`config.mk`:
```
export PLATFORM = sky130hd
export DESIGN_NAME = clk_div_ctrl_flat
export DESIGN_NICKNAME = d
export VERILOG_FILES = /design/src/rtl/clk_div_ctrl_pkg.sv /design/src/rtl/clk_div_ctrl_if.sv /design/src/rtl/clk_div_rr_arb.sv /design/src/rtl/clk_div_ctrl.sv /design/src/flat_wrapper.sv
export SDC_FILE = /design/constraint.sdc
export NUM_CORES = 1
export LEC_CHECK = 0
export CORE_MARGIN = 5
export CORE_UTILIZATION = 48
export DETAILED_ROUTE_END_ITERATION = 10
export GPL_ROUTABILITY_DRIVEN = 0
export PLACE_DENSITY = 0.75
export SLEW_MARGIN = 40
export SYNTH_ARGS = -nofsm -noshare
export SYNTH_HDL_FRONTEND = slang
export SYNTH_HIERARCHICAL = 1
export SYNTH_SLANG_ARGS = --single-unit
```
`constraint.sdc`:
```
create_clock -name clk -period 2.05 [get_ports clk]
set_clock_uncertainty 0.1 [all_clocks]
set_input_delay 0.41 -clock clk [delete_from_list [all_inputs] [get_ports clk]]
set_output_delay 0.41 -clock clk [all_outputs]
set_load 0.02 [all_outputs]
```
`src/rtl/clk_div_ctrl_pkg.sv`:
```
// clk_div_ctrl_pkg
//   Shared definitions for the ClkDiv reconfiguration controller:
//   FSM state encoding, client index constants and the default ratio width.
//   No ports.
package clk_div_ctrl_pkg;

    localparam int DEF_RATIO_W = 8;

    // Client indices; also used directly as bit positions in the ack vector.
    localparam logic CLIENT0 = 1'b0;
    localparam logic CLIENT1 = 1'b1;

    typedef enum logic [2:0] {
        ST_IDLE,
        ST_DRAIN,
        ST_LOAD,
        ST_SETTLE,
        ST_ACK
    } state_t;

endpackage

```
`src/rtl/clk_div_ctrl_if.sv`:
```
// clk_div_ctrl_if
//   Bundle between the two ratio-change clients, the controller and ClkDiv.
//   Signals:
//     req0/req1       client change request, level, held until its ack
//     ratio0/ratio1   requested divide ratio, stable while req is high
//     ack0/ack1       1-cycle completion pulse per client
//     clk_en          to ClkDiv clock enable
//     div_ratio       to ClkDiv divide ratio
//     busy            controller not idle
//     owner           client of the current or most recent grant
//   Modports: master = client/observer side, slave = controller side.
interface clk_div_ctrl_if #(
    parameter int RATIO_W = clk_div_ctrl_pkg::DEF_RATIO_W
);
    logic               req0;
    logic [RATIO_W-1:0] ratio0;
    logic               ack0;
    logic               req1;
    logic [RATIO_W-1:0] ratio1;
    logic               ack1;
    logic               clk_en;
    logic [RATIO_W-1:0] div_ratio;
    logic               busy;
    logic               owner;

    modport master (
        output req0, ratio0, req1, ratio1,
        input  ack0, ack1, clk_en, div_ratio, busy, owner
    );

    modport slave (
        input  req0, ratio0, req1, ratio1,
        output ack0, ack1, clk_en, div_ratio, busy, owner
    );
endinterface

```
`src/rtl/clk_div_rr_arb.sv`:
```
// clk_div_rr_arb
//   Two-way round-robin arbiter. Grant is combinational from req and the
//   last-granted pointer; the pointer moves only when the caller takes the
//   grant (advance).
//   Ports:
//     clk, rst    clock, async active-high reset
//     req[1:0]    request per client
//     advance     caller accepted the current grant this cycle
//     grant_idx   index of the granted client
//     grant_vld   at least one request present
module clk_div_rr_arb
    import clk_div_ctrl_pkg::*;
(
    input  logic       clk,
    input  logic       rst,
    input  logic [1:0] req,
    input  logic       advance,
    output logic       grant_idx,
    output logic       grant_vld
);

    logic last;

    always_comb begin
        grant_vld = |req;
        grant_idx = CLIENT0;
        if (req[0] && req[1]) begin
            grant_idx = ~last;
        end else if (req[1]) begin
            grant_idx = CLIENT1;
        end
    end

    // Reset to "client 1 was last" so client 0 wins the first contention.
    always_ff @(posedge clk or posedge rst) begin
        if (rst) begin
            last <= CLIENT1;
        end else if (advance && grant_vld) begin
            last <= grant_idx;
        end
    end

endmodule

```
`src/rtl/clk_div_ctrl.sv`:
```
// clk_div_ctrl
//   Reconfiguration controller for ClkDiv. Arbitrates ratio-change requests
//   from two clients, then: gate the divider (DRAIN), load the new ratio
//   (LOAD), re-enable and wait SETTLE_MULT*ratio cycles (SETTLE), pulse the
//   requester's ack (ACK). A request for the ratio already in use skips
//   straight to ACK. All outputs are registered.
//   Ports:
//     clk   reference clock shared with ClkDiv
//     rst   async active-high reset
//     bus   clk_div_ctrl_if.slave (requests in; acks, clk_en, div_ratio,
//           busy, owner out)
//   GUARD_CYC-1 must fit in the settle counter width.
module clk_div_ctrl
    import clk_div_ctrl_pkg::*;
#(
    parameter int RATIO_W       = DEF_RATIO_W,
    parameter int GUARD_CYC     = 4,
    parameter int SETTLE_MULT   = 2,
    parameter int DEFAULT_RATIO = 1
) (
    input  logic          clk,
    input  logic          rst,
    clk_div_ctrl_if.slave bus
);

    // Wide enough for SETTLE_MULT * (2^RATIO_W - 1) without overflow.
    localparam int CNT_W = RATIO_W + $clog2(SETTLE_MULT) + 1;
    localparam logic [CNT_W-1:0]   GUARD_LAST = CNT_W'(GUARD_CYC - 1);
    localparam logic [RATIO_W-1:0] RST_RATIO  = RATIO_W'(DEFAULT_RATIO);

    state_t             state, state_n;
    logic [CNT_W-1:0]   cnt, cnt_n;
    logic [RATIO_W-1:0] lat_ratio, lat_ratio_n;
    logic               owner_q, owner_n;
    logic               clk_en_q, clk_en_n;
    logic [RATIO_W-1:0] div_ratio_q, div_ratio_n;
    logic [1:0]         ack_q, ack_n;
    logic               busy_q, busy_n;

    logic               grant_idx, grant_vld, advance;
    logic [RATIO_W-1:0] req_ratio, req_ratio_clamped;
    logic [CNT_W-1:0]   settle_last;

    clk_div_rr_arb u_arb (
        .clk       (clk),
        .rst       (rst),
        .req       ({bus.req1, bus.req0}),
        .advance   (advance),
        .grant_idx (grant_idx),
        .grant_vld (grant_vld)
    );

    assign req_ratio         = (grant_idx == CLIENT1) ? bus.ratio1 : bus.ratio0;
    assign req_ratio_clamped = (req_ratio == '0) ? RATIO_W'(1) : req_ratio;

    // Counters load "length-1" and finish on zero.
    assign settle_last = CNT_W'(SETTLE_MULT) * CNT_W'(lat_ratio) - CNT_W'(1);

    always_comb begin
        state_n     = state;
        cnt_n       = cnt;
        lat_ratio_n = lat_ratio;
        owner_n     = owner_q;
        clk_en_n    = clk_en_q;
        div_ratio_n = div_ratio_q;
        ack_n       = 2'b00;
        advance     = 1'b0;

        case (state)
            ST_IDLE: begin
                if (grant_vld) begin
                    advance     = 1'b1;
                    owner_n     = grant_idx;
                    lat_ratio_n = req_ratio_clamped;
                    if (req_ratio_clamped == div_ratio_q) begin
                        state_n          = ST_ACK;
                        ack_n[grant_idx] = 1'b1;
                    end else begin
                        state_n  = ST_DRAIN;
                        clk_en_n = 1'b0;
                        cnt_n    = GUARD_LAST;
                    end
                end
            end
            ST_DRAIN: begin
                if (cnt == '0) begin
                    state_n = ST_LOAD;
                end else begin
                    cnt_n = cnt - CNT_W'(1);
                end
            end
            ST_LOAD: begin
                // clk_en stays low during this cycle; the new ratio and the
                // re-enable both become visible on the first SETTLE cycle.
                div_ratio_n = lat_ratio;
                clk_en_n    = 1'b1;
                cnt_n       = settle_last;
                state_n     = ST_SETTLE;
            end
            ST_SETTLE: begin
                if (cnt == '0) begin
                    state_n        = ST_ACK;
                    ack_n[owner_q] = 1'b1;
                end else begin
                    cnt_n = cnt - CNT_W'(1);
                end
            end
            ST_ACK: begin
                // No arbitration here: the owner may still hold req this cycle.
                state_n = ST_IDLE;
            end
            default: begin
                state_n = ST_IDLE;
            end
        endcase

        busy_n = (state_n != ST_IDLE);
    end

    always_ff @(posedge clk or posedge rst) begin
        if (rst) begin
            state       <= ST_IDLE;
            cnt         <= '0;
            lat_ratio   <= RST_RATIO;
            owner_q     <= CLIENT0;
            clk_en_q    <= 1'b1;
            div_ratio_q <= RST_RATIO;
            ack_q       <= 2'b00;
            busy_q      <= 1'b0;
        end else begin
            state       <= state_n;
            cnt         <= cnt_n;
            lat_ratio   <= lat_ratio_n;
            owner_q     <= owner_n;
            clk_en_q    <= clk_en_n;
            div_ratio_q <= div_ratio_n;
            ack_q       <= ack_n;
            busy_q      <= busy_n;
        end
    end

    assign bus.ack0      = ack_q[0];
    assign bus.ack1      = ack_q[1];
    assign bus.clk_en    = clk_en_q;
    assign bus.div_ratio = div_ratio_q;
    assign bus.busy      = busy_q;
    assign bus.owner     = owner_q;

endmodule

```
`src/flat_wrapper.sv`:
```
// flat-port wrapper written by rule: the top's interface ports become plain ports
module clk_div_ctrl_flat import clk_div_ctrl_pkg::*;
#(
    parameter int RATIO_W       = DEF_RATIO_W,
    parameter int GUARD_CYC     = 4,
    parameter int SETTLE_MULT   = 2,
    parameter int DEFAULT_RATIO = 1
)
  (clk, rst, bus_req0, bus_ratio0, bus_req1, bus_ratio1, bus_ack0, bus_ack1, bus_clk_en, bus_div_ratio, bus_busy, bus_owner);
  clk_div_ctrl_if #(.RATIO_W(RATIO_W)) bus_i ();
  input  logic clk;
  input  logic rst;
  input wire logic [$bits(bus_i.req0)-1:0] bus_req0;
  input wire logic [$bits(bus_i.ratio0)-1:0] bus_ratio0;
  input wire logic [$bits(bus_i.req1)-1:0] bus_req1;
  input wire logic [$bits(bus_i.ratio1)-1:0] bus_ratio1;
  output wire logic [$bits(bus_i.ack0)-1:0] bus_ack0;
  output wire logic [$bits(bus_i.ack1)-1:0] bus_ack1;
  output wire logic [$bits(bus_i.clk_en)-1:0] bus_clk_en;
  output wire logic [$bits(bus_i.div_ratio)-1:0] bus_div_ratio;
  output wire logic [$bits(bus_i.busy)-1:0] bus_busy;
  output wire logic [$bits(bus_i.owner)-1:0] bus_owner;
  assign bus_i.req0 = bus_req0;
  assign bus_i.ratio0 = bus_ratio0;
  assign bus_i.req1 = bus_req1;
  assign bus_i.ratio1 = bus_ratio1;
  assign bus_ack0 = bus_i.ack0;
  assign bus_ack1 = bus_i.ack1;
  assign bus_clk_en = bus_i.clk_en;
  assign bus_div_ratio = bus_i.div_ratio;
  assign bus_busy = bus_i.busy;
  assign bus_owner = bus_i.owner;
  clk_div_ctrl #(.RATIO_W(RATIO_W), .GUARD_CYC(GUARD_CYC), .SETTLE_MULT(SETTLE_MULT), .DEFAULT_RATIO(DEFAULT_RATIO)) u_core (.clk(clk), .rst(rst), .bus(bus_i));
endmodule
```
==> summary.txt <==
Drt
  – Initial DRC count: 251
  – Routed WL: 5788 µm
  – TritonRoute pass-1 iters: 5
  – DR vias: between 2,000 and 2,500
  – DR vias/cell: roughly 5.6
  – # DRC: 0
  – DR WL/cell: around 16 µm
  – Post-route ant nets: 0

Yosys
  – Syn nets: between 200 and 300
  – Sequential area share after synthesis: 41.90%
  – Number of enable flip-flop cells after synthesis: 0
  – Area of the mapped netlist: 2102 µm²
  – Ys Warns: 6
  – Post-synth top flop: dfrtp_1
  – Flops & latches, synth: 35
  – Avg Cell Area, Syn: between 8 and 9 µm²
  – Post-synthesis async set-or-reset flop share: 100.0%
  – Unique cell type count in the Yosys netlist: 46
  – Synth Instances: 242

STA
  – Slew headroom: 67.86%
  – Fmax: 0.4313 GHz
  – Setup violations, final: 17
  – Worst-margin pin slew: 480.9 ps
  – Fin. max-slew vios: 0
  – Final hold viol count: 0
  – Period utilization: 113.1%
  – Final WS setup: -268.8 ps
  – RSZ-0062 raised after global routing: yes
  – Min Tclk post-route: 2319 ps

Clock tree
  – CTS clk-pin slew, worst paths: around 70 ps
  – Clock sinks: 35
  – CTS root buf: clkbuf_8
  – CTS buffer count: 5
  – Clock latency on the worst-skew pair: 280 ps
  – CTS tree: done
  – # H-tree levels: 2
  – Maximum root-to-sink buffer count: 2

Layout
  – Final Non-Filler Cells: 370
  – Commonest cells after routing, fill and taps aside: nand2_1, buf_4, dfrtp_1, clkdlybuf4s50_1, nor2_1
  – Area grow syn2layout: 44.88%
  – Share of post-route cells with drive strength above 1: between 20% and 30%
  – Nets: 340
  – Most common cell after layout, fill and taps aside: nand2_1
  – # diodes: 0
  – Fill cell count: about 310
  – Post-route cell area: between 3000 and 4000 µm²

Run status
  – Status: finished, violations left
  – Failing checks: setup timing

Worst setup path
  – CP Data Required Time: ~2100 ps
  – CP max FO: 6
  – Critical path launch point type: register
  – Crit. End Element: register
  – Crit path DAT: about 2400 ps
  – Crit Path Class: reg2reg

Die
  – IO Pins: 33
  – Die footprint: around 5800 µm²
  – FP Rows: 24
  – Die height: 76.18 µm
  – Die W: 76.18 µm
  – Initial Util: 48.95%
  – Core area: between 4000 and 5000 µm²

Placement
  – Dpl hpwl: 3950 µm
  – Placed Area: 2689 µm²
  – Placed cells: roughly 350
  – I/O Buffers: 32

Pwr
  – Leak pwr: about 0.0013 µW
  – P per Cell Area: 1176 nW/µm²
  – Peak VDD IR: 0.6673 mV
  – Pwr Total: 3580 µW

Global route
  – GRT Util Overall: about a fifth
  – Vias in the first global route: between 2,000 and 2,500
  – Initial antenna violation count: 0
  – Grt ovf: 0
  – First-pass GRT wire length: approximately 9200 µm
  – Largest net degree at the start of global routing: 35

Run
  – Max_cap viols: 0

Worst hold path
  – Hold WC Path Type: in2async
## worst max-delay path: stages (launching register included)
cell and delay [ps]:
dfstp_2 560, a21boi_4 70, buf_12 140, mux2i_2 220
xor2_1 200, nand4_1 160, nor4_4 220, buf_4 180
a211oi_2 70, a311o_1 270
## logic make-up (layout without fill, tap and decap cells)
group           after synthesis  count (layout)  synth area share [%]
compound gates               62              62                 17.92
xor+xnor                     15              15                 6.250
fa+ha+maj                     2               2                 1.190
buf+inv                      21              97                 5.059
flops                        35              35                 41.90
mux                           8               8                 3.810
simple gates                 99              99                 23.87
## worst paths after layout
| check | start | to | depth (start not counted) | slack, ps |
|---|---|---|---|---|
| hold / removal | rst | u_core/u_arb/last$_DFFE_PP1P_ | 2 | 350 |
| hold reg to reg | u_core/bus.clk_en$_DFFE_PP1P_ | u_core/bus.clk_en$_DFFE_PP1P_ | 2 | 380 |
| min in group clk | u_core/bus.clk_en$_DFFE_PP1P_ | u_core/bus.clk_en$_DFFE_PP1P_ | 2 | 380 |
| max in group asynchronous | rst | u_core/bus.div_ratio[0]$_DFFE_PP1P_ | 3 | 1050 |
| setup reg to reg | u_core/u_arb/last$_DFFE_PP1P_ | u_core/cnt[1]$_DFFE_PP0P_ | 9 | -270 |
| setup / recovery | u_core/u_arb/last$_DFFE_PP1P_ | u_core/cnt[1]$_DFFE_PP0P_ | 9 | -270 |
## area by class of cell
cell class / count / area, µm² / area share (%)
inverters: 10 / 37.54 / 1.233
flip-flops and latches: 35 / 880.8 / 28.92
clock buffers: 7 / 76.32 / 2.506
well taps: 52 / 65.06 / 2.136
multi-input cells: 186 / 1262 / 41.45
repair buffers: 80 / 723.2 / 23.75
## per-stage QoR
stage	setup WS, ps	hold WS [ps]	util, %	TNS (ps)
2_1_floorplan	-185.1	199.7	-	-1427
3_3_place_gp	-800.3	362.4	62.62	-10890
3_5_place_dp	-863.5	366.7	62.62	-12040
4_1_cts	-217.7	343.8	69.09	-2811
5_1_grt	-352.3	373.6	70.92	-4952
6_report	-268.8	348.7	70.92	-3338
## flip-flops by register name (all words and copies together), names as in the netlist
register and count:
u_core/ack_q 2, u_core/cnt 10, u_core/bus.busy 1, u_core/state 3
u_core/bus.clk_en 1, u_core/bus.div_ratio 8, u_core/lat_ratio 8, u_core/u_arb/last 1
u_core/bus.owner 1
## power by group
group | switching (µW) | total, µW | leakage [µW] | internal (µW)
Sequential | 269 | 1240 | 0.000435 | 968
Combinational | 911 | 1870 | 0.000842 | 961
Clock | 238 | 472 | 0.0000383 | 234
## cells in the mapped netlist, types with 2 or more instances
cell type   n  area, µm²
clkbuf_1    5      18.77
inv_1      10      37.54
dfrtp_1    31      775.7
nand2_1    46      172.7
nor2b_1     2      12.51
buf_6       2      22.52
o22ai_1     5      31.28
and2_1      2      12.51
nor4b_1     2      17.52
a21oi_1     6      30.03
or4_1       2      15.01
ha_1        2      25.02
dfstp_2     4      105.1
o21ai_0    26      130.1
xor2_1      5      43.79
nor4_1      2      12.51
o21ai_1     8      40.04
nor2_1     21      78.83
a211oi_1    9      67.56
mux2i_1     8      80.08
nor3_1      8      40.04
buf_4       3      22.52
xnor2_1    10      87.58
## layer usage
layer,vias up,GRT usage (%),share of wire [%]
li1,1002,-,-
met1,969,23.04,42
met2,98,33.56,50
met3,18,3.073,6.5
met4,0,8.042,2.2
met5,-,0,0
## what timing repair did
action                     CTS  global route
setup buffers               13             5
setup endpoints to repair   15            17
pin swaps                    7             8
gates cloned                 1             1
hold buffers                 0             0
gates resized for setup     22            16
No activity file was read; power rests on OpenSTA's default activity.
